$ cat src/rtl/onehot_rr_arbiter_pkg.sv
`default_nettype none
// ============================================================================
// Module : onehot_rr_arbiter_pkg
// Brief  : Shared FSM encoding and default sizing for the round-robin arbiter.
// Rev    : 1.0 - initial release
// ============================================================================
package onehot_rr_arbiter_pkg;

  localparam int c_REQ_NUM = 8;
  localparam int c_IDX_W   = 3;

  typedef enum logic [0:0] {
    ST_IDLE  = 1'b0,
    ST_GRANT = 1'b1
  } state_t;

endpackage
`default_nettype wire

$ cat src/rtl/onehot_rr_arbiter_encoder.sv
`default_nettype none
// ============================================================================
// Module : onehot_encoder
// Brief  : One-hot to binary encoder built only from OR reductions.
// Rev    : 1.0 - initial release
// ============================================================================
module onehot_encoder #(
  parameter int INPUT_W  = 8,
  parameter int OUTPUT_W = 3
) (
  input  logic [INPUT_W-1:0]  i_onehot,
  output logic [OUTPUT_W-1:0] o_idx
);

  // Input 0 encodes to all-zero, so it never feeds any OR term.
  logic w_unused;
  assign w_unused = i_onehot[0];

  for (genvar b = 0; b < OUTPUT_W; b++) begin : g_bit
    logic [INPUT_W-1:0] w_term;
    for (genvar k = 0; k < INPUT_W; k++) begin : g_in
      if (((k >> b) & 1) == 1) begin : g_or
        assign w_term[k] = i_onehot[k];
      end else begin : g_zero
        assign w_term[k] = 1'b0;
      end
    end
    assign o_idx[b] = |w_term;
  end

endmodule
`default_nettype wire

$ cat src/rtl/onehot_rr_arbiter.sv
`default_nettype none
// ============================================================================
// Module : onehot_rr_arbiter
// Brief  : Round-robin arbiter with registered one-hot grant and
//          back-to-back re-arbitration on handshake.
// Rev    : 1.0 - initial release
// ============================================================================
module onehot_rr_arbiter
  import onehot_rr_arbiter_pkg::*;
#(
  parameter int REQ_NUM = c_REQ_NUM,
  parameter int IDX_W   = c_IDX_W
) (
  input  logic               clk,
  input  logic               rst,
  input  logic [REQ_NUM-1:0] req_i,
  input  logic               gnt_rdy_i,
  output logic [REQ_NUM-1:0] gnt_o,
  output logic [IDX_W-1:0]   gnt_idx_o,
  output logic               gnt_vld_o
);

  localparam logic [2*REQ_NUM-1:0] c_DBL_ONE = {{(2*REQ_NUM-1){1'b0}}, 1'b1};

  state_t               r_state;
  state_t               w_state_nxt;
  logic [IDX_W-1:0]     r_ptr;
  logic [IDX_W-1:0]     w_ptr_nxt;
  logic [IDX_W-1:0]     w_ptr_inc;
  logic [IDX_W-1:0]     w_arb_ptr;
  logic [IDX_W-1:0]     w_gnt_idx;
  logic [REQ_NUM-1:0]   r_gnt;
  logic [REQ_NUM-1:0]   w_gnt_nxt;
  logic [REQ_NUM-1:0]   w_mask;
  logic [REQ_NUM-1:0]   w_pick;
  logic [2*REQ_NUM-1:0] w_dbl;
  logic [2*REQ_NUM-1:0] w_dbl_first;
  logic                 w_any_req;
  logic                 w_cur_req;
  logic                 w_hs;

  onehot_encoder #(
    .INPUT_W  (REQ_NUM),
    .OUTPUT_W (IDX_W)
  ) u_enc (
    .i_onehot (r_gnt),
    .o_idx    (w_gnt_idx)
  );

  assign w_any_req = |req_i;
  assign w_cur_req = |(req_i & r_gnt);
  assign w_hs      = (r_state == ST_GRANT) && gnt_rdy_i && w_cur_req;
  assign w_ptr_inc = (w_gnt_idx == IDX_W'(REQ_NUM - 1)) ? '0 : w_gnt_idx + IDX_W'(1);
  // A handshake re-arbitrates with the advanced pointer in the same cycle.
  assign w_arb_ptr = w_hs ? w_ptr_inc : r_ptr;

  for (genvar k = 0; k < REQ_NUM; k++) begin : g_mask
    assign w_mask[k] = (IDX_W'(k) >= w_arb_ptr);
  end

  // Lower half holds requests at/after the pointer; upper half is the wrap fallback.
  assign w_dbl       = {req_i, req_i & w_mask};
  assign w_dbl_first = w_dbl & (~w_dbl + c_DBL_ONE);
  assign w_pick      = w_dbl_first[REQ_NUM-1:0] | w_dbl_first[2*REQ_NUM-1:REQ_NUM];

  always_comb begin
    w_state_nxt = r_state;
    w_gnt_nxt   = r_gnt;
    w_ptr_nxt   = r_ptr;
    case (r_state)
      ST_IDLE: begin
        if (w_any_req) begin
          w_gnt_nxt   = w_pick;
          w_state_nxt = ST_GRANT;
        end
      end
      ST_GRANT: begin
        if (!w_cur_req) begin
          w_gnt_nxt   = '0;
          w_state_nxt = ST_IDLE;
        end else if (gnt_rdy_i) begin
          w_ptr_nxt = w_ptr_inc;
          w_gnt_nxt = w_pick;
        end
      end
      default: begin
        w_gnt_nxt   = '0;
        w_state_nxt = ST_IDLE;
      end
    endcase
  end

  always_ff @(posedge clk) begin
    if (rst) begin
      r_state <= ST_IDLE;
      r_ptr   <= '0;
      r_gnt   <= '0;
    end else begin
      r_state <= w_state_nxt;
      r_ptr   <= w_ptr_nxt;
      r_gnt   <= w_gnt_nxt;
    end
  end

  assign gnt_o     = r_gnt;
  assign gnt_idx_o = w_gnt_idx;
  assign gnt_vld_o = (r_state == ST_GRANT);

endmodule
`default_nettype wire

$ cat config.mk
export PLATFORM = sky130hd
export DESIGN_NAME = onehot_rr_arbiter
export DESIGN_NICKNAME = d
export VERILOG_FILES = /design/src/rtl/onehot_rr_arbiter_pkg.sv /design/src/rtl/onehot_rr_arbiter_encoder.sv /design/src/rtl/onehot_rr_arbiter.sv
export SDC_FILE = /design/constraint.sdc
export NUM_CORES = 1
export LEC_CHECK = 0
export ABC_AREA = 1
export CORE_UTILIZATION = 46
export CTS_CLUSTER_SIZE = 28
export DETAILED_ROUTE_END_ITERATION = 8
export PLACE_DENSITY_LB_ADDON = 0.1
export SYNTH_ARGS = -nofsm -noshare
export SYNTH_HDL_FRONTEND = slang
export SYNTH_SLANG_ARGS = --single-unit
$ cat constraint.sdc
create_clock -name clk -period 2.7 [get_ports clk]
set_clock_uncertainty 0.05 [all_clocks]
set_input_delay 0.405 -clock clk [delete_from_list [all_inputs] [get_ports clk]]
set_output_delay 0.405 -clock clk [all_outputs]
set_load 0.01 [all_outputs]
# After elaboration in Yosys (flattened, before gate mapping)
# Index checks and enable logic that the tools add are counted.
dict set report word_totals {
  wordCells 40
  inputBits 11
  register_bits 12
  output_inout_bits 12
}
dict set report op_classes {
  add_sub_neg 2
  n_lt_le_gt_ge 8
  reduce_logical 9
  mux 9
  n_bitwise 6
  n_eq_ne 3
}
# cell count
set op_table {}
lappend op_table {{8-bit 2-to-1 mux} 3}
lappend op_table {{16-bit by 1-bit adder with 16-bit output, second input constant} 1}
lappend op_table {{16-bit bitwise AND} 1}
lappend op_table {{8-bit bitwise AND} 2}
lappend op_table {{16-bit inverter} 1}
lappend op_table {{8-bit case mux with 2 select lines} 1}
lappend op_table {{8-bit OR reduction} 2}
lappend op_table {{3-bit greater-or-equal comparator, first input constant} 4}
lappend op_table {{4-bit OR reduction} 3}
lappend op_table {{8-bit OR} 1}
lappend op_table {{1-bit by 3-bit greater-or-equal comparator with 1-bit output, first input constant} 2}
lappend op_table {{2-bit by 3-bit greater-or-equal comparator with 1-bit output, first input constant} 2}
lappend op_table {{3-bit 2-to-1 mux} 2}
lappend op_table {{3-bit by 1-bit adder with 3-bit output, second input constant} 1}
lappend op_table {{3-bit == test, second input constant} 1}
lappend op_table {{3-bit inequality test, second input constant} 1}
lappend op_table {{3-bit AND reduction} 1}
lappend op_table {{1-bit logical AND} 2}
lappend op_table {{1-bit 2-to-1 mux} 2}
lappend op_table {{2-bit inequality test, second input constant} 1}
lappend op_table {{1-bit case mux with 2 select lines} 1}
lappend op_table {{2-bit AND reduction} 1}
lappend op_table {{1-bit inverter} 1}

# Logic depth before layout (Yosys ltp)
# Gate-level depths: netlist of run 1.
dict set report depth {
  depth_word 13
  ltp_mapped 15
}

# Hierarchy
# Synthesis of run 1 repeated with hierarchy kept, for this count alone.
dict set report hier_totals {
  cells_unflattened 161
  area_unflattened_um2 1046.0
}
# mod cells_each area_per_inst_um2 seq_area_each_um2 instances
set modules_own_cells {}
lappend modules_own_cells {onehot_rr_arbiter 153 1013.5 240.2 1}
lappend modules_own_cells {onehot_encoder 8 32.5 0.0 1}

# Least setup slack after synthesis of run 1
# Ideal clock, no wire load.
dict set report synth_timing {
  path_kind {reg-to-reg}
  startpoint {reg r_gnt[3], in the netlist gnt_o[3]}
  endpoint {reg r_gnt[4], in the netlist gnt_o[4]}
  arrival_time_ns 2.305
  path_slack_ns 0.276
  path_stages_with_launch 15
  cell_sequence {dfxtp_1 > or4_1 > ha_1 > ha_1 > nor2_1 > nand3_1 > nand2_4 > nand3_2 > nand2_2 > nand2_2 > nor2_2 > nand3_1 > nand2_1 > nand2_1 > a21oi_2}
}
dict set report synth_between {
  elab_chain_cells 13
  elab_cells_between_ends 28
  classes_between {add/sub (2); order compare (8); eq/ne (2); mux (6); bitwise (5); reduce/logical (5)}
}
# item line
set synth_rtl {}
lappend synth_rtl {{start: declaration} onehot_rr_arbiter.sv:32} ;# logic [REQ_NUM-1:0] r_gnt;
lappend synth_rtl {{start signal: assignment} onehot_rr_arbiter.sv:101} ;# r_gnt <= w_gnt_nxt;
lappend synth_rtl {{4-bit OR reduction (*)} onehot_rr_arbiter_encoder.sv:28} ;# assign o_idx[b] = |w_term;
lappend synth_rtl {{net gnt_idx_o[1]} onehot_rr_arbiter.sv:19} ;# output logic [IDX_W-1:0] gnt_idx_o,
lappend synth_rtl {{3-bit by 1-bit adder with 3-bit output or 3-bit == test (tied branches)} onehot_rr_arbiter.sv:53} ;# assign w_ptr_inc = (w_gnt_idx == IDX_W'(REQ_NUM - 1)) ? '0 : w_gnt_idx + IDX_W'(1);
lappend synth_rtl {{3-bit 2-to-1 mux (*)} onehot_rr_arbiter.sv:53}
lappend synth_rtl {{3-bit 2-to-1 mux (*)} onehot_rr_arbiter.sv:55} ;# assign w_arb_ptr = w_hs ? w_ptr_inc : r_ptr;
lappend synth_rtl {{1-bit by 3-bit greater-or-equal comparator with 1-bit output (tied with other cells)} onehot_rr_arbiter.sv:58} ;# assign w_mask[k] = (IDX_W'(k) >= w_arb_ptr);
lappend synth_rtl {{8-bit bitwise AND (*)} onehot_rr_arbiter.sv:62} ;# assign w_dbl = {req_i, req_i & w_mask};
lappend synth_rtl {{16-bit inverter} onehot_rr_arbiter.sv:63} ;# assign w_dbl_first = w_dbl & (~w_dbl + c_DBL_ONE);
lappend synth_rtl {{16-bit by 1-bit adder with 16-bit output} onehot_rr_arbiter.sv:63}
lappend synth_rtl {{16-bit bitwise AND (*)} onehot_rr_arbiter.sv:63}
lappend synth_rtl {{8-bit OR (*)} onehot_rr_arbiter.sv:64} ;# assign w_pick = w_dbl_first[REQ_NUM-1:0] | w_dbl_first[2*REQ_NUM-1:REQ_NUM];
lappend synth_rtl {{8-bit 2-to-1 mux} onehot_rr_arbiter.sv:81} ;# end else if (gnt_rdy_i) begin
lappend synth_rtl {{8-bit 2-to-1 mux} onehot_rr_arbiter.sv:78} ;# if (!w_cur_req) begin
lappend synth_rtl {{8-bit case mux with 2 select lines (*)} onehot_rr_arbiter.sv:70} ;# case (r_state)
# Mark *: on every way through the listed nets, which the timed path passes. The rest lies on a longest branch. The select of a mux whose other input is x is not followed.
# A chain may end at the register's enable or synchronous reset.

# Worst setup path after layout of run 1
dict set report layout_timing {
  startpoint {reg r_gnt[3], in the netlist gnt_o[3]}
  endpoint {reg r_gnt[1], in the netlist gnt_o[1]}
}
dict set report layout_between {
  elab_chain_cells 13
  elab_cells_between_ends 28
  classes_between {add/sub (2); order compare (8); eq/ne (2); mux (6); bitwise (5); reduce/logical (5)}
}
# item line
set layout_rtl {}
lappend layout_rtl {{4-bit OR reduction} onehot_rr_arbiter_encoder.sv:28}
lappend layout_rtl {{3-bit by 1-bit adder with 3-bit output or 3-bit == test (tied branches)} onehot_rr_arbiter.sv:53}
lappend layout_rtl {{3-bit 2-to-1 mux (*)} onehot_rr_arbiter.sv:53}
lappend layout_rtl {{net w_ptr_inc[2]} onehot_rr_arbiter.sv:29} ;# logic [IDX_W-1:0] w_ptr_inc;
lappend layout_rtl {{3-bit 2-to-1 mux (*)} onehot_rr_arbiter.sv:55}
lappend layout_rtl {{1-bit by 3-bit greater-or-equal comparator with 1-bit output (tied with other cells)} onehot_rr_arbiter.sv:58}
lappend layout_rtl {{8-bit bitwise AND (*)} onehot_rr_arbiter.sv:62}
lappend layout_rtl {{16-bit inverter} onehot_rr_arbiter.sv:63}
lappend layout_rtl {{16-bit by 1-bit adder with 16-bit output} onehot_rr_arbiter.sv:63}
lappend layout_rtl {{16-bit bitwise AND (*)} onehot_rr_arbiter.sv:63}
lappend layout_rtl {{8-bit OR (*)} onehot_rr_arbiter.sv:64}
lappend layout_rtl {{8-bit 2-to-1 mux} onehot_rr_arbiter.sv:81}
lappend layout_rtl {{8-bit 2-to-1 mux} onehot_rr_arbiter.sv:78}
lappend layout_rtl {{8-bit case mux with 2 select lines (*)} onehot_rr_arbiter.sv:70}
# Marks and branches as above.

==> summary.md, run 1 <==
| Metric | Value |
|---|---|
| Hold-fix buffers at CTS | 0 |
| Drt first pass iters | 4 |
| CTS root buf | clkbuf_4 |
| Setup crit end kind | flop |
| Worst Path Max Fanout | 6 |
| Critical path's top delay family | simple AND/OR/NAND/NOR gates |
| Worst EP arrival | 2.73 ns |
| Final net count | roughly 200 |
| I/O Buffers | 22 |
| Largest net degree at the start of global routing | 13 |
| Post-route setup TNS | 0 ns |
| Slew of the pin with the lowest slew margin | around 0.55 ns |
| Final min period | 2.57 ns |
| Initial antenna violation count | 0 |
| Syn Nets | roughly 170 |
| Iteration-0 DRC count of the detailed router | 24 |
| Max-slew headroom | 0.631 |
| Leakage | ~0.6 nW |
| Worst setup SP type | flop |
| CTS tree | built |
| Via density | approximately 5.3 |
| Hold wc startpoint | gnt_o[0]$_SDFFE_PP0P_ |
| Routed via count | 1117 |
| Largest stage delay, worst path | about 0.54 ns |
| Seq/Total Area, Yosys | 0.244 |
| Internal Power | between 0.3 and 0.4 mW |
| Total gr overflow | 0 |
| Reg2reg end | gnt_o[1]$_SDFFE_PP0P_ |
| Worst EP required | about 2.9 ns |
| Hold Path Class | reg2reg |
| Total wire length | around 2.8 mm |
| Maximum root-to-sink buffer count | 2 |
| Clk Latency, worst-skew pair | 0.28 ns |
| Gate power share | 0.276 |
| Slew Limit Fails | 0 |
| Cell breakdown of the critical path | or4_4 -> ha_1 -> ha_2 -> nand3_1 -> nand2_4 -> inv_2 -> nand3_2 -> nand2_2 -> nor2_4 -> nand3b_1 -> nand2_1 -> nand2_1 -> a21oi_2 |
| Status | finished, final reports clean |
| Ys Warns | 0 |
| Number of remaining DRC errors | 0 |
| Total track usage | 0.255 |
| Syn avg cell area | 6.44 um^2 |
| Clock transition at path regs | roughly 0.09 ns |
| Routability cong. | slightly below 0.9 |
| Hold path cells | 2 |
| Setup Crit Path Kind | reg2reg |
| Post-synth cell types | 23 |
| Remaining antenna violation count | 0 |
| Buf/Inv on CP | 1 |
| R2R Path Start | gnt_o[3]$_SDFFE_PP0P_ |
| Sw Ratio | 0.316 |
| Global-route wire length before repair | approximately 4.1 mm |
| Layout cells sized above 1 | 0.269 |
| Routed WL per cell | 13.4 um |
| HPWL after detailed placement | ~2.2 mm |
| R2R depth | 13 |
| Max-cap violations | 0 |
| Synth Cell Area | 986 um^2 |
| H-Tree Depth | 1 |
| Final hold viol count | 0 |
| Critical Path Slowest Stage Cell | or4_4 |
| FMAX | between 300 and 400 MHz |
| Layout area overhead | 34.5% |
| Worst setup margin | 0.131 ns |
| Power Density | approximately 350 nW/um^2 |
| ANT cells | 0 |
| Hold Path End | gnt_o[0]$_SDFFE_PP0P_ |
| Worst vdd ir | 0.270 mV |
| Die ar. | 2330 um^2 |
| Clk sinks | 12 |
| Net Sw Power | about 0.15 mW |
| Width of the die | 48.3 um |
| Synthesized flop and latch total | 12 |
| Clock group share of total power | 0.323 |
| Setup WS pre-CTS | 0.136 ns |
| Most used cell, CP | nand2_1 |
| Vias in the first global route | around 910 |
| Area of the core | about 2000 um^2 |
| Sequential share of power | 0.402 |
| Post-Syn Instances | between 150 and 200 |
| Chip height | about 48 um |
| Fin crit share | 0.952 |
| Starting Density | 0.497 |
| FP Rows | 16 |
| Endpoints failing setup | 0 |
| R2R Setup Slk | between 0.1 and 0.15 ns |
| CTS buffer count | 3 |
| I/O pins | 23 |
layout make-up:
type / count / area, um^2
flip-flops and latches: 12 / 245
repair buffers: 27 / 258
well taps: 27 / 33.8
clock buffers: 4 / 36.3
inverters: 16 / 60.1
fillers: 182 / 656
multi-input cells: 123 / 693
power groups by stage:
stage               combinational [mW]  clock [mW]  sequential [mW]
floorplan                       0.0667           0            0.193
global route                     0.141       0.157            0.188
detailed placement               0.123           0            0.192
CTS                              0.123       0.153            0.188
global placement                 0.122           0            0.192
finish                           0.128       0.150            0.187
cell usage in the layout (no fill, tap or decap), drive strengths merged:
| cell type | n |
|---|---|
| clkbuf | 4 |
| nand3b | 1 |
| dfxtp | 12 |
| nand3 | 15 |
| buf | 5 |
| or4 | 1 |
| clkdlybuf4s50 | 22 |
| a21oi | 11 |
| ha | 2 |
| o31ai | 1 |
| inv | 16 |
| nand4 | 4 |
| nor2 | 23 |
| nand2 | 58 |
| nor3 | 5 |
| o21ai | 1 |
| a31o | 1 |
how the worst max path moves through the flow:
stage,to,start,cells past startpoint,slack (ns)
global route,gnt_o[1]$_SDFFE_PP0P_,gnt_o[3]$_SDFFE_PP0P_,14,-0.004
finish,gnt_o[1]$_SDFFE_PP0P_,gnt_o[3]$_SDFFE_PP0P_,13,0.13
CTS,gnt_o[1]$_SDFFE_PP0P_,gnt_o[3]$_SDFFE_PP0P_,14,0.12
floorplan,gnt_o[4]$_SDFFE_PP0P_,gnt_o[3]$_SDFFE_PP0P_,14,0.28
detailed placement,gnt_o[1]$_SDFFE_PP0P_,gnt_o[3]$_SDFFE_PP0P_,14,0.14
global placement,gnt_o[1]$_SDFFE_PP0P_,gnt_o[3]$_SDFFE_PP0P_,14,0.17
logic make-up after synthesis:
kind of cell,share of synthesized area
and+or+nand+nor,0.565
buffers and inverters,0.0698
AOI/OAI and AO/OA,0.0964
DFF,0.244
adders and majority gates,0.0254
worst reg2reg max path: cells and delay by family, from the launching register on:
family	cells	cell delay (ns)
AND/OR/NAND/NOR	9	1.37
adder cells (fa/ha/maj)	2	0.53
flip-flops	1	0.36
AO/OA/AOI/OAI	1	0.11
buffers and inverters	1	0.06
synthesized netlist by cell type:
master	instances	area (um^2)
dfxtp_1	12	240
a31o_1	1	8.76
nand3b_1	1	7.51
nor2_4	2	22.5
o21ai_1	1	5.00
buf_2	1	5.00
inv_2	2	7.51
inv_1	14	52.6
nand3_2	3	30.0
or4_1	1	7.51
a21oi_1	6	30.0
nor3_1	5	25.0
nand2_4	6	67.6
clkbuf_1	1	3.75
ha_1	2	25.0
nand2_2	10	62.6
nand4_1	4	25.0
nor2_2	5	31.3
nand3_1	12	60.1
a21oi_2	5	43.8
nand2_1	42	158
nor2_1	16	60.1
o31ai_1	1	7.51
repair_timing:
item                       4_1_cts  5_1_grt
setup buffers                    0        1
resized for setup                0        8
setup endpoints to repair        0        5
flip-flops by register name, summed over array words and instances, names as in the netlist:
name,cells
gnt_o,8
r_ptr,3
gnt_vld_o,1
per-layer routing:
layer / up-vias / global-route usage / routed length (um)
li1: 556 / - / -
met1: 519 / 0.334 / 1270
met2: 40 / 0.411 / 1360
met3: 2 / 0.0556 / 150
met4: 0 / 0.0889 / 13
met5: - / 0 / 0
stage by stage:
| step | total power [mW] | util | std cells | cell area [um^2] | hold slack (ns) |
|---|---|---|---|---|---|
| 2_1_floorplan | 0.260 | - | 153 | 986 | 0.417 |
| 3_3_place_gp | 0.314 | 0.636 | 204 | 1260 | 0.444 |
| 3_5_place_dp | 0.314 | 0.636 | 204 | 1260 | 0.439 |
| 4_1_cts | 0.464 | 0.655 | 208 | 1300 | 0.452 |
| 5_1_grt | 0.486 | 0.669 | 209 | 1330 | 0.478 |
| 6_report | 0.466 | 0.669 | 209 | 1330 | 0.455 |
Note: power is estimated with default switching activity, not from simulation.
==> run 2, diff against run 1 <==
--- a/config.mk
+++ b/config.mk
@@ -9,7 +9,9 @@
 export CORE_UTILIZATION = 46
 export CTS_CLUSTER_SIZE = 28
 export DETAILED_ROUTE_END_ITERATION = 8
+export GPL_TIMING_DRIVEN = 1
 export PLACE_DENSITY_LB_ADDON = 0.1
 export SYNTH_ARGS = -nofsm -noshare
 export SYNTH_HDL_FRONTEND = slang
 export SYNTH_SLANG_ARGS = --single-unit
+export TNS_END_PERCENT = 100
==> constraint.sdc (replaced) <==
create_clock -name clk -period 2.51 [get_ports clk]
set_clock_uncertainty 0.05 [all_clocks]
set_input_delay 0.3765 -clock clk [delete_from_list [all_inputs] [get_ports clk]]
set_output_delay 0.3765 -clock clk [all_outputs]
set_load 0.01 [all_outputs]
==> summary.md, run 2 (synthesized netlist as in run 1, its figures left out) <==
| Metric | Value |
|---|---|
| Max reg flops | 8 |
| Hold path cells | 2 |
| Gate power share | 0.310 |
| Cell breakdown of the critical path | or4_4 -> ha_4 -> ha_4 -> nor2_2 -> nand3_2 -> nand3_1 -> nand2_1 -> nand2_2 -> inv_2 -> nor2_4 -> nand2_1 -> o21ai_1 -> nand2_1 -> a21oi_2 |
| Max-cap violations | 0 |
| Most frequent cells in the layout | 41 x nand2_1, 22 x clkdlybuf4s50_1, 15 x buf_4 |
| Final hold viol count | 0 |
| Register area | about 240 um^2 |
| Layout Utilization | 0.749 |
| Fillers | approximately 150 |
| H-Tree Depth | 1 |
| Power Density | ~350 nW/um^2 |
| Maximum root-to-sink buffer count | 2 |
| Iteration-0 DRC count of the detailed router | 35 |
| Worst EP arrival | 2.62 ns |
| Sw Ratio | 0.317 |
| Endpoints failing setup | 0 |
| Layout cells sized above 1 | 0.333 |
| FMAX | 405 MHz |
| Routed WL per cell | about 14 um |
| Post-route setup TNS | 0 ns |
| Routability cong. | 0.941 |
| Worst Path Max Fanout | 5 |
| Setup Crit Path Kind | reg2reg |
| Most used cell, CP | nand2_1 |
| Largest net degree at the start of global routing | 13 |
| Worst vdd ir | around 0.25 mV |
| Total wire length | between 3 and 4 mm |
| Layout area overhead | 50.6% |
| FP Rows | 16 |
| Critical Path Slowest Stage Cell | or4_4 |
| Final min period | 2.47 ns |
| Fin crit share | 0.984 |
| Sequential share of power | 0.388 |
| CTS buffer count | 3 |
| Status | finished, final reports clean |
| Total gr overflow | 0 |
| Final net count | just over 200 |
| Number of remaining DRC errors | 0 |
| Via density | about 5.3 |
| Drt first pass iters | 4 |
| Total track usage | 0.270 |
| Starting Density | 0.497 |
| Setup crit end kind | flop |
| Area of the core | around 2000 um^2 |
| Worst setup SP type | flop |
| ANT cells | 0 |
| R2R depth | 14 |
| Die ar. | between 2000 and 2500 um^2 |
| Vias in the first global route | 1003 |
| RSZ-0062 raised after global routing | yes |
| Remaining antenna violation count | 0 |
| Global-route wire length before repair | between 4 and 5 mm |
| Slew Limit Fails | 0 |
| Routed via count | 1163 |
| Leakage | 0.662 nW |
| Net Sw Power | 0.165 mW |
| Largest stage delay, worst path | about 0.56 ns |
| Worst EP required | 2.66 ns |
| Internal Power | about 0.35 mW |
| Slew of the pin with the lowest slew margin | 0.576 ns |
| Clock transition at path regs | 0.08 ns |
| Hold Path Class | reg2reg |
| Width of the die | ~48 um |
| HPWL after detailed placement | around 2.3 mm |
| CTS root buf | clkbuf_4 |
| Max-slew headroom | 0.615 |
| Clock group share of total power | 0.302 |
| Multi-input gate area | between 700 and 800 um^2 |
| Chip height | roughly 48 um |
| Clk sinks | 12 |
| Clk Latency, worst-skew pair | between 0.2 and 0.3 ns |
| CTS tree | built |
| Initial antenna violation count | 0 |
| Commonest non-fill, non-tap cell in the layout | nand2_1 |
| I/O Buffers | 22 |
| I/O pins | 23 |
-- run 2: changes by cell type in the layout (fill, tap and decap cells not counted), moves of 2 or more --
cell     delta
ha_4        +2
nand2_4     +4
buf_4      +10
nor2_1      -2
nand3_1     -2
nand2_2     -4
nand3_4     +3
-- run 2: power by group through the flow --
stage / clock network, mW / registers (mW) / logic [mW]
finish: 0.157 / 0.202 / 0.161
global route: 0.168 / 0.202 / 0.174
CTS: 0.157 / 0.202 / 0.144
detailed placement: 0 / 0.206 / 0.140
global placement: 0 / 0.205 / 0.139
floorplan: 0 / 0.208 / 0.0717
-- run 2: stage by stage --
step | hold WS [ns] | instance area, um^2 | cells | total power [mW] | worst slack, ns
5_1_grt | 0.468 | 1490 | 219 | 0.545 | -0.0429
2_1_floorplan | 0.389 | 986 | 153 | 0.279 | 0.0862
4_1_cts | 0.443 | 1380 | 218 | 0.503 | 0.0171
3_5_place_dp | 0.432 | 1330 | 213 | 0.346 | -0.0365
6_report | 0.439 | 1490 | 219 | 0.519 | 0.0390
3_3_place_gp | 0.422 | 1330 | 213 | 0.344 | 0.0314
-- run 2: layout make-up --
| cell class | instances | area share |
|---|---|---|
| Clock buffer | 4 | 0.0244 |
| Inverter | 16 | 0.0421 |
| Multi-Input combinational cell | 123 | 0.524 |
| Sequential cell | 12 | 0.163 |
| Tap cell | 27 | 0.0227 |
| Timing Repair Buffer | 37 | 0.224 |
-- run 2: worst paths after layout --
path	from	end	slack (ns)
setup / recovery	gnt_o[6]$_SDFFE_PP0P_	gnt_o[5]$_SDFFE_PP0P_	0.04
hold / removal	gnt_o[0]$_SDFFE_PP0P_	gnt_o[0]$_SDFFE_PP0P_	0.44
hold reg to reg	gnt_o[0]$_SDFFE_PP0P_	gnt_o[0]$_SDFFE_PP0P_	0.44
setup reg to reg	gnt_o[6]$_SDFFE_PP0P_	gnt_o[5]$_SDFFE_PP0P_	0.04
-- run 2: per-layer routing --
metal  wire length [um]  GRT usage  share of wire
met1               1300      0.336           0.43
met2               1520      0.475           0.50
met3                177     0.0370          0.058
met4                 31     0.0889          0.010
met5                  0          0              0
-- run 2: worst max-delay path: cells and delay by family (launching register included) --
family          cells  cell delay, ns
simple gates        9            1.38
fa+ha+maj           2            0.35
flops               1            0.33
compound gates      2            0.23
buf+inv             1            0.05
-- run 2: what timing repair did --
item / CTS / global route
hold buffers: 0 / 0
pin swaps: 4 / 14
resized for setup: 2 / 21
buffers inserted: 1 / 1
endpoints found under the setup margin: 6 / 8
